**config.mk**
```make
export PLATFORM = sky130hd
export DESIGN_NAME = decode_issue
export DESIGN_NICKNAME = d
export VERILOG_FILES = /design/src/rtl/cpu_pkg.sv /design/src/rtl/decode_issue_scoreboard.sv /design/src/rtl/decode_issue.sv
export SDC_FILE = /design/constraint.sdc
export NUM_CORES = 1
export LEC_CHECK = 0
export CAP_MARGIN = 20
export CORE_MARGIN = 5
export CORE_UTILIZATION = 25
export CTS_CLUSTER_SIZE = 16
export DETAILED_ROUTE_END_ITERATION = 10
export GPL_ROUTABILITY_DRIVEN = 0
export PLACE_DENSITY = 0.47
export SETUP_SLACK_MARGIN = 0.15
export SYNTH_ARGS = -nofsm -noshare
export SYNTH_HDL_FRONTEND = slang
export SYNTH_HIERARCHICAL = 1
export SYNTH_SLANG_ARGS = --single-unit
```
**constraint.sdc**
```tcl
create_clock -name clk -period 6.1 [get_ports clk]
set_clock_uncertainty 0.15 [all_clocks]
set_input_delay 1.22 -clock clk [delete_from_list [all_inputs] [get_ports clk]]
set_output_delay 1.22 -clock clk [all_outputs]
set_load 0.01 [all_outputs]
```
**src/rtl/cpu_pkg.sv**
```systemverilog
// Shared decode definitions for the integer pipeline.
// Instruction fields, opcode classes and register-file geometry.
package cpu_pkg;

  localparam int REG_N   = 16;
  localparam int IDX_W   = 4;
  localparam int INSTR_W = 16;
  localparam int OP_W    = 4;

  localparam int OP_HI = 15;
  localparam int OP_LO = 12;
  localparam int RD_HI = 11;
  localparam int RD_LO = 8;
  localparam int RA_HI = 7;
  localparam int RA_LO = 4;
  localparam int RB_HI = 3;
  localparam int RB_LO = 0;

  localparam logic [OP_W-1:0] OP_ADD = 4'h0;
  localparam logic [OP_W-1:0] OP_SUB = 4'h1;
  localparam logic [OP_W-1:0] OP_AND = 4'h2;
  localparam logic [OP_W-1:0] OP_OR  = 4'h3;
  localparam logic [OP_W-1:0] OP_XOR = 4'h4;
  localparam logic [OP_W-1:0] OP_CMP = 4'hC;
  localparam logic [OP_W-1:0] OP_ST  = 4'hD;
  localparam logic [OP_W-1:0] OP_BR  = 4'hE;
  localparam logic [OP_W-1:0] OP_NOP = 4'hF;

  localparam logic [OP_W-1:0] WCLASS_BOUND = 4'hC;

  typedef struct packed {
    logic [OP_W-1:0]  op;
    logic [IDX_W-1:0] rd;
    logic [IDX_W-1:0] ra;
    logic [IDX_W-1:0] rb;
  } instr_t;

  function automatic logic writes_rd(input logic [OP_W-1:0] op);
    return op < WCLASS_BOUND;
  endfunction

endpackage

```
**src/rtl/decode_issue_scoreboard.sv**
```systemverilog
// Register busy scoreboard with one set port, one clear port
// and three per-index read ports.
module decode_issue_scoreboard
  import cpu_pkg::*;
#(
  parameter int REG_N = 16
) (
  input  logic             clk,
  input  logic             rst,
  input  logic             set_en,
  input  logic [IDX_W-1:0] set_idx,
  input  logic             clr_en,
  input  logic [IDX_W-1:0] clr_idx,
  input  logic [IDX_W-1:0] qa_idx,
  input  logic [IDX_W-1:0] qb_idx,
  input  logic [IDX_W-1:0] qd_idx,
  output logic             qa,
  output logic             qb,
  output logic             qd
);

  logic [REG_N-1:0] busy;
  logic [REG_N-1:0] set_mask;
  logic [REG_N-1:0] clr_mask;

  always_comb begin
    set_mask = '0;
    clr_mask = '0;
    if (set_en) set_mask[set_idx] = 1'b1;
    if (clr_en) clr_mask[clr_idx] = 1'b1;
  end

  // set is applied after clear so a same-index collision stays busy
  always_ff @(posedge clk or negedge rst) begin
    if (!rst) busy <= '0;
    else      busy <= (busy & ~clr_mask) | set_mask;
  end

  assign qa = busy[qa_idx];
  assign qb = busy[qb_idx];
  assign qd = busy[qd_idx];

endmodule

```
**src/rtl/decode_issue.sv**
```systemverilog
// Decode/issue stage: holds one decoded instruction, checks the
// scoreboard, and hands captured operands to execute.
module decode_issue
  import cpu_pkg::*;
#(
  parameter int DATA_W = 16,
  parameter int REG_N  = 16
) (
  input  logic              clk,
  input  logic              rst,
  input  logic              in_valid,
  input  logic [15:0]       in_instr,
  output logic              in_ready,
  output logic [3:0]        selRa,
  output logic [3:0]        selRb,
  input  logic [DATA_W-1:0] ra,
  input  logic [DATA_W-1:0] rb,
  output logic              ex_valid,
  input  logic              ex_ready,
  output logic [3:0]        ex_op,
  output logic [3:0]        ex_rd,
  output logic              ex_wen,
  output logic [DATA_W-1:0] ex_a,
  output logic [DATA_W-1:0] ex_b,
  input  logic              wb_valid,
  input  logic [3:0]        wb_rd,
  output logic [15:0]       stall_cnt
);

  logic   d_valid;
  instr_t d_instr;
  logic   d_wen;
  logic   busy_a;
  logic   busy_b;
  logic   busy_d;
  logic   hazard;
  logic   issue_fire;

  assign d_wen      = writes_rd(d_instr.op);
  assign hazard     = d_valid &&
                      (busy_a || busy_b || (d_wen && busy_d));
  assign issue_fire = d_valid && !hazard &&
                      (!ex_valid || ex_ready);
  assign in_ready   = !d_valid || issue_fire;
  assign selRa      = d_instr.ra;
  assign selRb      = d_instr.rb;

  decode_issue_scoreboard #(
    .REG_N(REG_N)
  ) u_scoreboard (
    .clk    (clk),
    .rst    (rst),
    .set_en (issue_fire && d_wen),
    .set_idx(d_instr.rd),
    .clr_en (wb_valid),
    .clr_idx(wb_rd),
    .qa_idx (d_instr.ra),
    .qb_idx (d_instr.rb),
    .qd_idx (d_instr.rd),
    .qa     (busy_a),
    .qb     (busy_b),
    .qd     (busy_d)
  );

  always_ff @(posedge clk or negedge rst) begin
    if (!rst) begin
      d_valid <= 1'b0;
      d_instr <= '0;
    end else if (in_valid && in_ready) begin
      d_valid <= 1'b1;
      d_instr <= instr_t'(in_instr);
    end else if (issue_fire) begin
      d_valid <= 1'b0;
    end
  end

  always_ff @(posedge clk or negedge rst) begin
    if (!rst) begin
      ex_valid <= 1'b0;
      ex_op    <= '0;
      ex_rd    <= '0;
      ex_wen   <= 1'b0;
      ex_a     <= '0;
      ex_b     <= '0;
    end else if (issue_fire) begin
      ex_valid <= 1'b1;
      ex_op    <= d_instr.op;
      ex_rd    <= d_instr.rd;
      ex_wen   <= d_wen;
      ex_a     <= ra;
      ex_b     <= rb;
    end else if (ex_valid && ex_ready) begin
      ex_valid <= 1'b0;
    end
  end

  always_ff @(posedge clk or negedge rst) begin
    if (!rst)
      stall_cnt <= '0;
    else if (hazard && stall_cnt != 16'hFFFF)
      stall_cnt <= stall_cnt + 16'd1;
  end

endmodule

```
==> reports/qor_table.md, run 1 <==
| Parameter | Reported | Unit |
| --- | --- | --- |
| Outcome | finished clean | - |
| Net load switching power | 0.001187 | W |
| Switching part of the total power | 33.64 | % |
| Area added between synthesis and finish | 41.66 | % |
| Category of the most critical setup path | reg2out | - |
| Cell family with most CP delay | multiplexers | - |
| Number of clock sinks seen by CTS | 91 | - |
| Diode insertion count for antenna repair | 0 | - |
| DR vias | 2947 | - |
| Yosys cell types | 40 | - |
| Aggregate global-route resource usage | 11.41 | % |
| CTS H-tree depth | 3 | - |
| Cell-by-cell trace of the critical path | mux4_1 -> mux2i_1 -> mux2i_1 -> a21boi_2 -> o41ai_4 -> clkdlybuf4s50_1 | - |
| Slowest stage cell on the critical path | sky130_fd_sc_hd__clkdlybuf4s50_1 | - |
| Peak supply drop | 0.2326 | mV |
| Vias per Instance | 4.576 | - |
| Yosys reg bits | 91 | - |
| Global-route wire length before repair | 17550 | um |
| Remaining number of nets flagged by the antenna check after routing | 0 | - |
| Syn_nets | 356 | - |
| Hold-fix buffers at CTS | 0 | - |
| Maxcap violations | 0 | - |
| Skew-Pair Late Insertion Delay | 0.34 | ns |
| Async SR Flop Fraction | 100.0 | % |
| Primary FF master, synth | sky130_fd_sc_hd__dfrtp_1 | - |
| Buffer depth of the longest clock path | 2 | - |
| Final number of hold-violating endpoints | 0 | - |
| Worst Max-Slew Pin Slew | 0.8962 | ns |
| Sum of negative setup slack | 0 | ns |
| Maximum number of pins on one net before global-route repair | 70 | - |
| Number of top-level pins | 124 | - |
| Routed wire per std cell | 16.86 | um |
| Power density cells | 589.7 | nW/um^2 |
| Yosys warning count | 6 | - |
| Setup repair after global routing missed its margin | false | - |
| Fraction of power consumed by sequential logic | 32.4 | % |
| Starting Density | 25.48 | % |
| Overall die area | 19600 | sq um |
| Most common cell in the netlist | sky130_fd_sc_hd__dfrtp_1 | - |
| Crit-path max FO | 10 | - |
| Leading cell types by total area after synthesis | sky130_fd_sc_hd__dfrtp_1 (54%), sky130_fd_sc_hd__mux2_2 (13%), sky130_fd_sc_hd__mux4_1 (7.5%), sky130_fd_sc_hd__mux2_4 (3.6%), sky130_fd_sc_hd__o21ai_0 (3.4%) | - |
| Number of global-route vias before repair | 3130 | - |
| Sequential share of the synthesized area | 53.89 | % |
| Fraction of final layout cells sized beyond drive strength 1 | 20.28 | % |
| Stage delay of the slowest cell on the critical path | 0.63 | ns |
| HPWL after detailed placement | 7849 | um |
| Final net count | 478 | - |
| CTS Root Cell | sky130_fd_sc_hd__clkbuf_16 | - |
| Placed insts | 629 | - |
| Cell count after synthesis | 298 | - |
| Core box area | 16580 | sq um |
| Count of flip-flops with a built-in enable after synthesis | 0 | - |
| Commonest cells post-synth | sky130_fd_sc_hd__dfrtp_1 (91), sky130_fd_sc_hd__mux2_2 (47), sky130_fd_sc_hd__o21ai_0 (29), sky130_fd_sc_hd__xor2_1 (15), sky130_fd_sc_hd__mux4_1 (12) | - |
| Part of the cycle the worst path needs | 71.58 | % |
| Pins over their slew limit | 0 | - |
| Leakage Power | 2.551 | nW |
| Clock-pin transition on the worst setup and hold timing paths | 0.06 | ns |
| Post-CTS Setup Inserts | 0 | - |
| Leading area contributor after synthesis | sky130_fd_sc_hd__dfrtp_1 | - |
| Crit start category | flip-flop | - |
| Initial DRC count | 173 | - |
| Number of remaining DRC errors | 0 | - |
| Die Span Y | 140.0 | um |
| 1st-pass router iterations | 4 | - |
| Final critical delay including setup and external delays | 4.366 | ns |
| Count of cells resized by post-cts repair | 0 | - |
| Library cell appearing most often on the critical path | sky130_fd_sc_hd__mux2i_1 | - |
| Maximum clock frequency | 0.2290 | GHz |
| Data required time at the worst endpoint | 4.73 | ns |
| Total congestion overflow after global routing | 0 | - |
| Final Non-Filler Cells | 644 | - |
| Fraction of power consumed by the clock network | 18.4 | % |
| Relative contribution of combinational cells to total power | 49.3 | % |
| Internal portion of total power | 0.002342 | W |
| Count of input and output buffers | 123 | - |
| Clock buffers created by TritonCTS | 9 | - |
| Final-report setup violation count | 0 | - |
| Clock tree from TritonCTS | built | - |
| Critical Path Sink Type | output pin | - |
| Slew headroom | 40.26 | % |
| Post-Synthesis Cell Area | 4225 | sq um |
| Worst hold path type | reg2reg | - |
| Number of placement rows | 47 | - |
| Total Wirelength | 10860 | um |
| Synth top area share | 53.89 | % |
| Initial antenna violation count | 0 | - |
| Total buffers and inverters traversed by the critical path | 1 | - |
| Avg Synthesized Cell Area | 14.18 | sq um |
| Critical path arrival | 3.00 | ns |
| Die extent in x | 140.0 | um |
## cells in the final DEF, fill, tap and decap left out, types with 2 or more instances in the layout
master,instances
sky130_fd_sc_hd__inv_1,2
sky130_fd_sc_hd__nor4_1,4
sky130_fd_sc_hd__dfrtp_1,91
sky130_fd_sc_hd__buf_4,4
sky130_fd_sc_hd__nand3_1,4
sky130_fd_sc_hd__bufinv_16,3
sky130_fd_sc_hd__mux4_1,12
sky130_fd_sc_hd__mux2_2,47
sky130_fd_sc_hd__nor3_1,6
sky130_fd_sc_hd__and4_1,3
sky130_fd_sc_hd__or3b_2,2
sky130_fd_sc_hd__and3_1,3
sky130_fd_sc_hd__clkdlybuf4s50_1,122
sky130_fd_sc_hd__nand3b_1,5
sky130_fd_sc_hd__nand4_1,2
sky130_fd_sc_hd__mux2i_1,9
sky130_fd_sc_hd__nor3b_1,2
sky130_fd_sc_hd__nor4_2,2
sky130_fd_sc_hd__clkbuf_16,9
sky130_fd_sc_hd__nand2_1,11
sky130_fd_sc_hd__o21ai_0,29
sky130_fd_sc_hd__nand2b_1,5
sky130_fd_sc_hd__or2_2,2
sky130_fd_sc_hd__nor2_1,2
sky130_fd_sc_hd__mux2_4,10
sky130_fd_sc_hd__xor2_1,15
## cell families after synthesis
logic type	share of synthesized area [%]
DFF	53.89
muxes	25.67
and+or+nand+nor	9.002
AOI/OAI and AO/OA	5.301
buffers and inverters	2.724
xor gates and xnor gates	3.109
adders and majority gates	0.2961
## metal layers
layer	vias to the layer above	global-route usage, %	share of wire (%)
met5	-	0	0
met4	0	5.303	2.6
met3	15	3.613	6.9
met2	102	17.07	46
met1	1482	15.06	45
li1	1348	-	-
## through the flow
step                      worst slack, ns  hold WS (ns)  total power, W  area, sq um  utilization [%]
after floorplan                     2.889        0.3274        0.002252         4225                -
after global placement              2.024        0.3185        0.002904         5644            34.04
after detailed placement            2.011        0.3232        0.002930         5644            34.04
after CTS                           1.693        0.3398        0.003598         5986            36.09
after global routing                1.566        0.3582        0.003775         5986            36.09
final                               1.734        0.3327        0.003530         5986            36.09
## power by group through the flow
stage / Clock (W) / Combinational, W / Sequential (W)
after CTS: 0.000670 / 0.00178 / 0.00115
after floorplan: 0 / 0.00109 / 0.00116
after global routing: 0.000693 / 0.00190 / 0.00119
after global placement: 0 / 0.00176 / 0.00115
final: 0.000648 / 0.00174 / 0.00114
after detailed placement: 0 / 0.00178 / 0.00115
## state kept, by name, indices dropped and copies added, names as in the netlist
signal	flops
ex_op	4
ex_rd	4
d_valid	1
ex_wen	1
selRa	4
ex_valid	1
selRb	4
stall_cnt	16
ex_b	16
d_instr	8
ex_a	16
u_scoreboard/busy	16
## worst paths after layout
check                                       end        from  depth (start not counted)  slack [ns]
setup reg to reg           u_scoreboard/busy[0]  d_instr[8]                          9        2.58
setup / recovery                       in_ready  d_instr[8]                          6        1.73
hold / removal                           ex_wen      ex_wen                          1        0.33
max in group asynchronous              selRb[1]         rst                          2        3.99
hold reg to reg                          ex_wen      ex_wen                          1        0.33
min in group asynchronous               ex_b[8]         rst                          1        0.61
## layout make-up
cell class	count	area, sq um
fill	1627	10600
sequential	91	2277
multi-input combinational	190	1833
timing repair buffer	126	1251
tap	220	275.3
clock buffer	11	242.7
clock inverter	4	98.84
inverter	2	7.507
(Power assumes the default switching activity.)
==> inputs of run 2 (changes only) <==
Settings changed: PLACE_DENSITY 0.47 to 0.48.
Clock period 6.1 ns to 3.8 ns, I/O delays scaled along.
==> run 2 against run 1 <==
Via count is 0.71% lower. Power up 54%. Sequential cell count stayed put. Clock power grew 28%. Final cell count is 0.62% higher. Global-route usage down 0.32 points. Non-clock buffer count increased by 3. Critical path type unchanged. Critical endpoint unchanged. Largest cell class unchanged. Highest routed layer unchanged.
==> reports/qor_table.md, run 2 (synthesis gave the netlist of run 1 again) <==
| Parameter | Reported | Unit | vs previous |
| --- | --- | --- | --- |
| Peak supply drop | 0.3117 | mV | was 0.2326 mV |
| Power density cells | 915.8 | nW/um^2 | was 589.7 nW/um^2 |
| Internal portion of total power | 0.003551 | W | was 0.002342 W |
| Number of top-level pins | 124 | - | unchanged |
| Fraction of power consumed by the clock network | 15.3 | % | was 18.4% |
| Skew-Pair Late Insertion Delay | 0.34 | ns | about the same |
| CTS H-tree depth | 3 | - | unchanged |
| Setup repair after global routing missed its margin | false | - | unchanged |
| Reg2reg path depth | 8 | - | was 9 |
| Crit-path max FO | 8 | - | was 10 |
| Number of placement rows | 47 | - | unchanged |
| Worst Max-Slew Pin Slew | 0.6714 | ns | was 0.8962 ns |
| Routed wire per std cell | 16.23 | um | was 16.86 um |
| Maximum number of pins on one net before global-route repair | 51 | - | was 70 |
| Fraction of final layout cells sized beyond drive strength 1 | 21.73 | % | was 20.28% |
| Crit start category | flip-flop | - | unchanged |
| Global-route wire length before repair | 17120 | um | was 17550 um |
| Maximum clock frequency | 0.2894 | GHz |  |
| DR vias | 2926 | - | was 2947 |
| Critical path arrival | 2.55 | ns | was 3.00 ns |
| Slew headroom | 55.24 | % | was 40.26% |
| Final net count | 481 | - | was 478 |
| Final number of hold-violating endpoints | 0 | - | unchanged |
| Clock buffers created by TritonCTS | 9 | - | unchanged |
| HPWL after detailed placement | 7798 | um | was 7849 um |
| Number of remaining DRC errors | 0 | - | unchanged |
| Pins over their slew limit | 0 | - | unchanged |
| Diode insertion count for antenna repair | 0 | - | unchanged |
| Overall die area | 19600 | sq um | unchanged |
| Minimum setup slack among reg-to-reg paths | 0.71 | ns | was 2.58 ns |
| Clock tree from TritonCTS | built | - | unchanged |
| Part of the cycle the worst path needs | 90.93 | % |  |
| Category of the most critical setup path | reg2out | - | unchanged |
| Net load switching power | 0.001895 | W | was 0.001187 W |
| Worst hold path type | in2async | - | was reg2reg |
| Relative contribution of combinational cells to total power | 51.4 | % | was 49.3% |
| Total congestion overflow after global routing | 0 | - | unchanged |
| CTS Root Cell | sky130_fd_sc_hd__clkbuf_16 | - | unchanged |
| Core box area | 16580 | sq um | unchanged |
| Maxcap violations | 0 | - | unchanged |
| 1st-pass router iterations | 4 | - | unchanged |
| FF-to-FF Start | selRa[1] | - | was d_instr[8] |
| Clock-pin transition on the worst setup and hold timing paths | 0.07 | ns | was 0.06 ns |
| Leakage Power | 2.532 | nW | was 2.551 nW |
| Switching part of the total power | 34.80 | % | was 33.64% |
| Register Area | 2280 | sq um | was 2277 sq um |
| Initial antenna violation count | 0 | - | unchanged |
| Critical Path Sink Type | output pin | - | unchanged |
| Number of clock sinks seen by CTS | 91 | - | unchanged |
| Outcome | finished clean | - | unchanged |
| Area of the multi-input gates | 1833 | sq um | unchanged |
| Buffer depth of the longest clock path | 2 | - | unchanged |
| Hold Worst Slack | 0.3087 | ns | was 0.3327 ns |
| Vias per Instance | 4.515 | - | was 4.576 |
| Sum of negative setup slack | 0 | ns | unchanged |
| Aggregate global-route resource usage | 11.09 | % | was 11.41% |
| Final-report setup violation count | 0 | - | unchanged |
| Number of global-route vias before repair | 3104 | - | was 3130 |
| Initial DRC count | 116 | - | was 173 |
| Total Wirelength | 10520 | um | was 10860 um |
| Die extent in x | 140.0 | um | unchanged |
| Fraction of power consumed by sequential logic | 33.3 | % | was 32.4% |
| Final critical delay including setup and external delays | 3.455 | ns |  |
| Fill cells | 1640 | - | was 1627 |
| Crit. Startpoint | d_instr[8] | - | unchanged |
| Starting Density | 25.48 | % | unchanged |
| Most frequent cells in the layout | sky130_fd_sc_hd__clkdlybuf4s50_1 (121), sky130_fd_sc_hd__dfrtp_1 (89), sky130_fd_sc_hd__mux2_2 (47), sky130_fd_sc_hd__o21ai_0 (29), sky130_fd_sc_hd__xor2_1 (15) | - | was sky130_fd_sc_hd__clkdlybuf4s50_1 (122), sky130_fd_sc_hd__dfrtp_1 (91), sky130_fd_sc_hd__mux2_2 (47), sky130_fd_sc_hd__o21ai_0 (29), sky130_fd_sc_hd__xor2_1 (15) |
| Die Span Y | 140.0 | um | unchanged |
| Count of input and output buffers | 123 | - | unchanged |
| Most common library cell in the layout ignoring fill and taps | sky130_fd_sc_hd__clkdlybuf4s50_1 | - | unchanged |
| Area added between synthesis and finish | 40.75 | % | was 41.66% |
| Remaining number of nets flagged by the antenna check after routing | 0 | - | unchanged |
| Data required time at the worst endpoint | 2.89 | ns | was 4.73 ns |
run 2: layout make-up:
class / count / area share [%]
clock buffer: 9 / 3.787
multi-input combinational: 190 / 30.82
clock inverter: 7 / 0.9047
tap: 220 / 4.629
timing repair buffer: 129 / 21.40
sequential: 91 / 38.33
inverter: 2 / 0.1262
run 2: path summary, 6_finish.rpt:
path                                        endpoint
worst max register to register  u_scoreboard/busy[0]
worst min register to register         stall_cnt[15]
max in group asynchronous                 d_instr[8]
worst max-delay path                        in_ready
worst min-delay path                        ex_op[1]
min in group clk                       stall_cnt[15]
run 2: layer usage:
metal | up-vias | GRT usage (%) | wire [um]
met5 | - | 0 | 0
met4 | 0 | 3.519 | 117
met3 | 9 | 3.545 | 567
met2 | 87 | 17.27 | 5067
met1 | 1473 | 14.73 | 4768
li1 | 1357 | - | -
run 2: what timing repair did:
item,4_1_cts,5_1_grt
resized for setup,3,0
pin swaps,0,1
setup endpoints to repair,1,1
hold buffers,0,0
buffers inserted,0,1
gates cloned,0,0
run 2: per-stage QoR:
stage / area (sq um) / cells / utilization, % / total power, W / setup slack [ns]
2_1_floorplan: 4225 / 298 / - / 0.003614 / 0.7756
3_3_place_gp: 5659 / 631 / 34.13 / 0.004661 / 0.2665
3_5_place_dp: 5659 / 631 / 34.13 / 0.004702 / 0.2662
4_1_cts: 5939 / 647 / 35.82 / 0.005567 / 0.2734
5_1_grt: 5947 / 648 / 35.86 / 0.005854 / 0.1565
6_report: 5947 / 648 / 35.86 / 0.005446 / 0.3446
run 2: power groups by stage:
| stage | clock network [W] | registers, W | logic (W) |
|---|---|---|---|
| 2_1_floorplan | 0 | 0.00186 | 0.00176 |
| 3_3_place_gp | 0 | 0.00182 | 0.00284 |
| 3_5_place_dp | 0 | 0.00184 | 0.00286 |
| 4_1_cts | 0.000879 | 0.00183 | 0.00286 |
| 5_1_grt | 0.000918 | 0.00190 | 0.00304 |
| 6_report | 0.000832 | 0.00181 | 0.00280 |
run 2: critical path, cell delays in order (launching register included):
cell	delay, ns
sky130_fd_sc_hd__dfrtp_2	0.46
sky130_fd_sc_hd__mux4_1	0.57
sky130_fd_sc_hd__mux2i_1	0.15
sky130_fd_sc_hd__mux2i_1	0.09
sky130_fd_sc_hd__a21boi_2	0.20
sky130_fd_sc_hd__o41ai_4	0.40
sky130_fd_sc_hd__dlygate4sd2_1	0.34
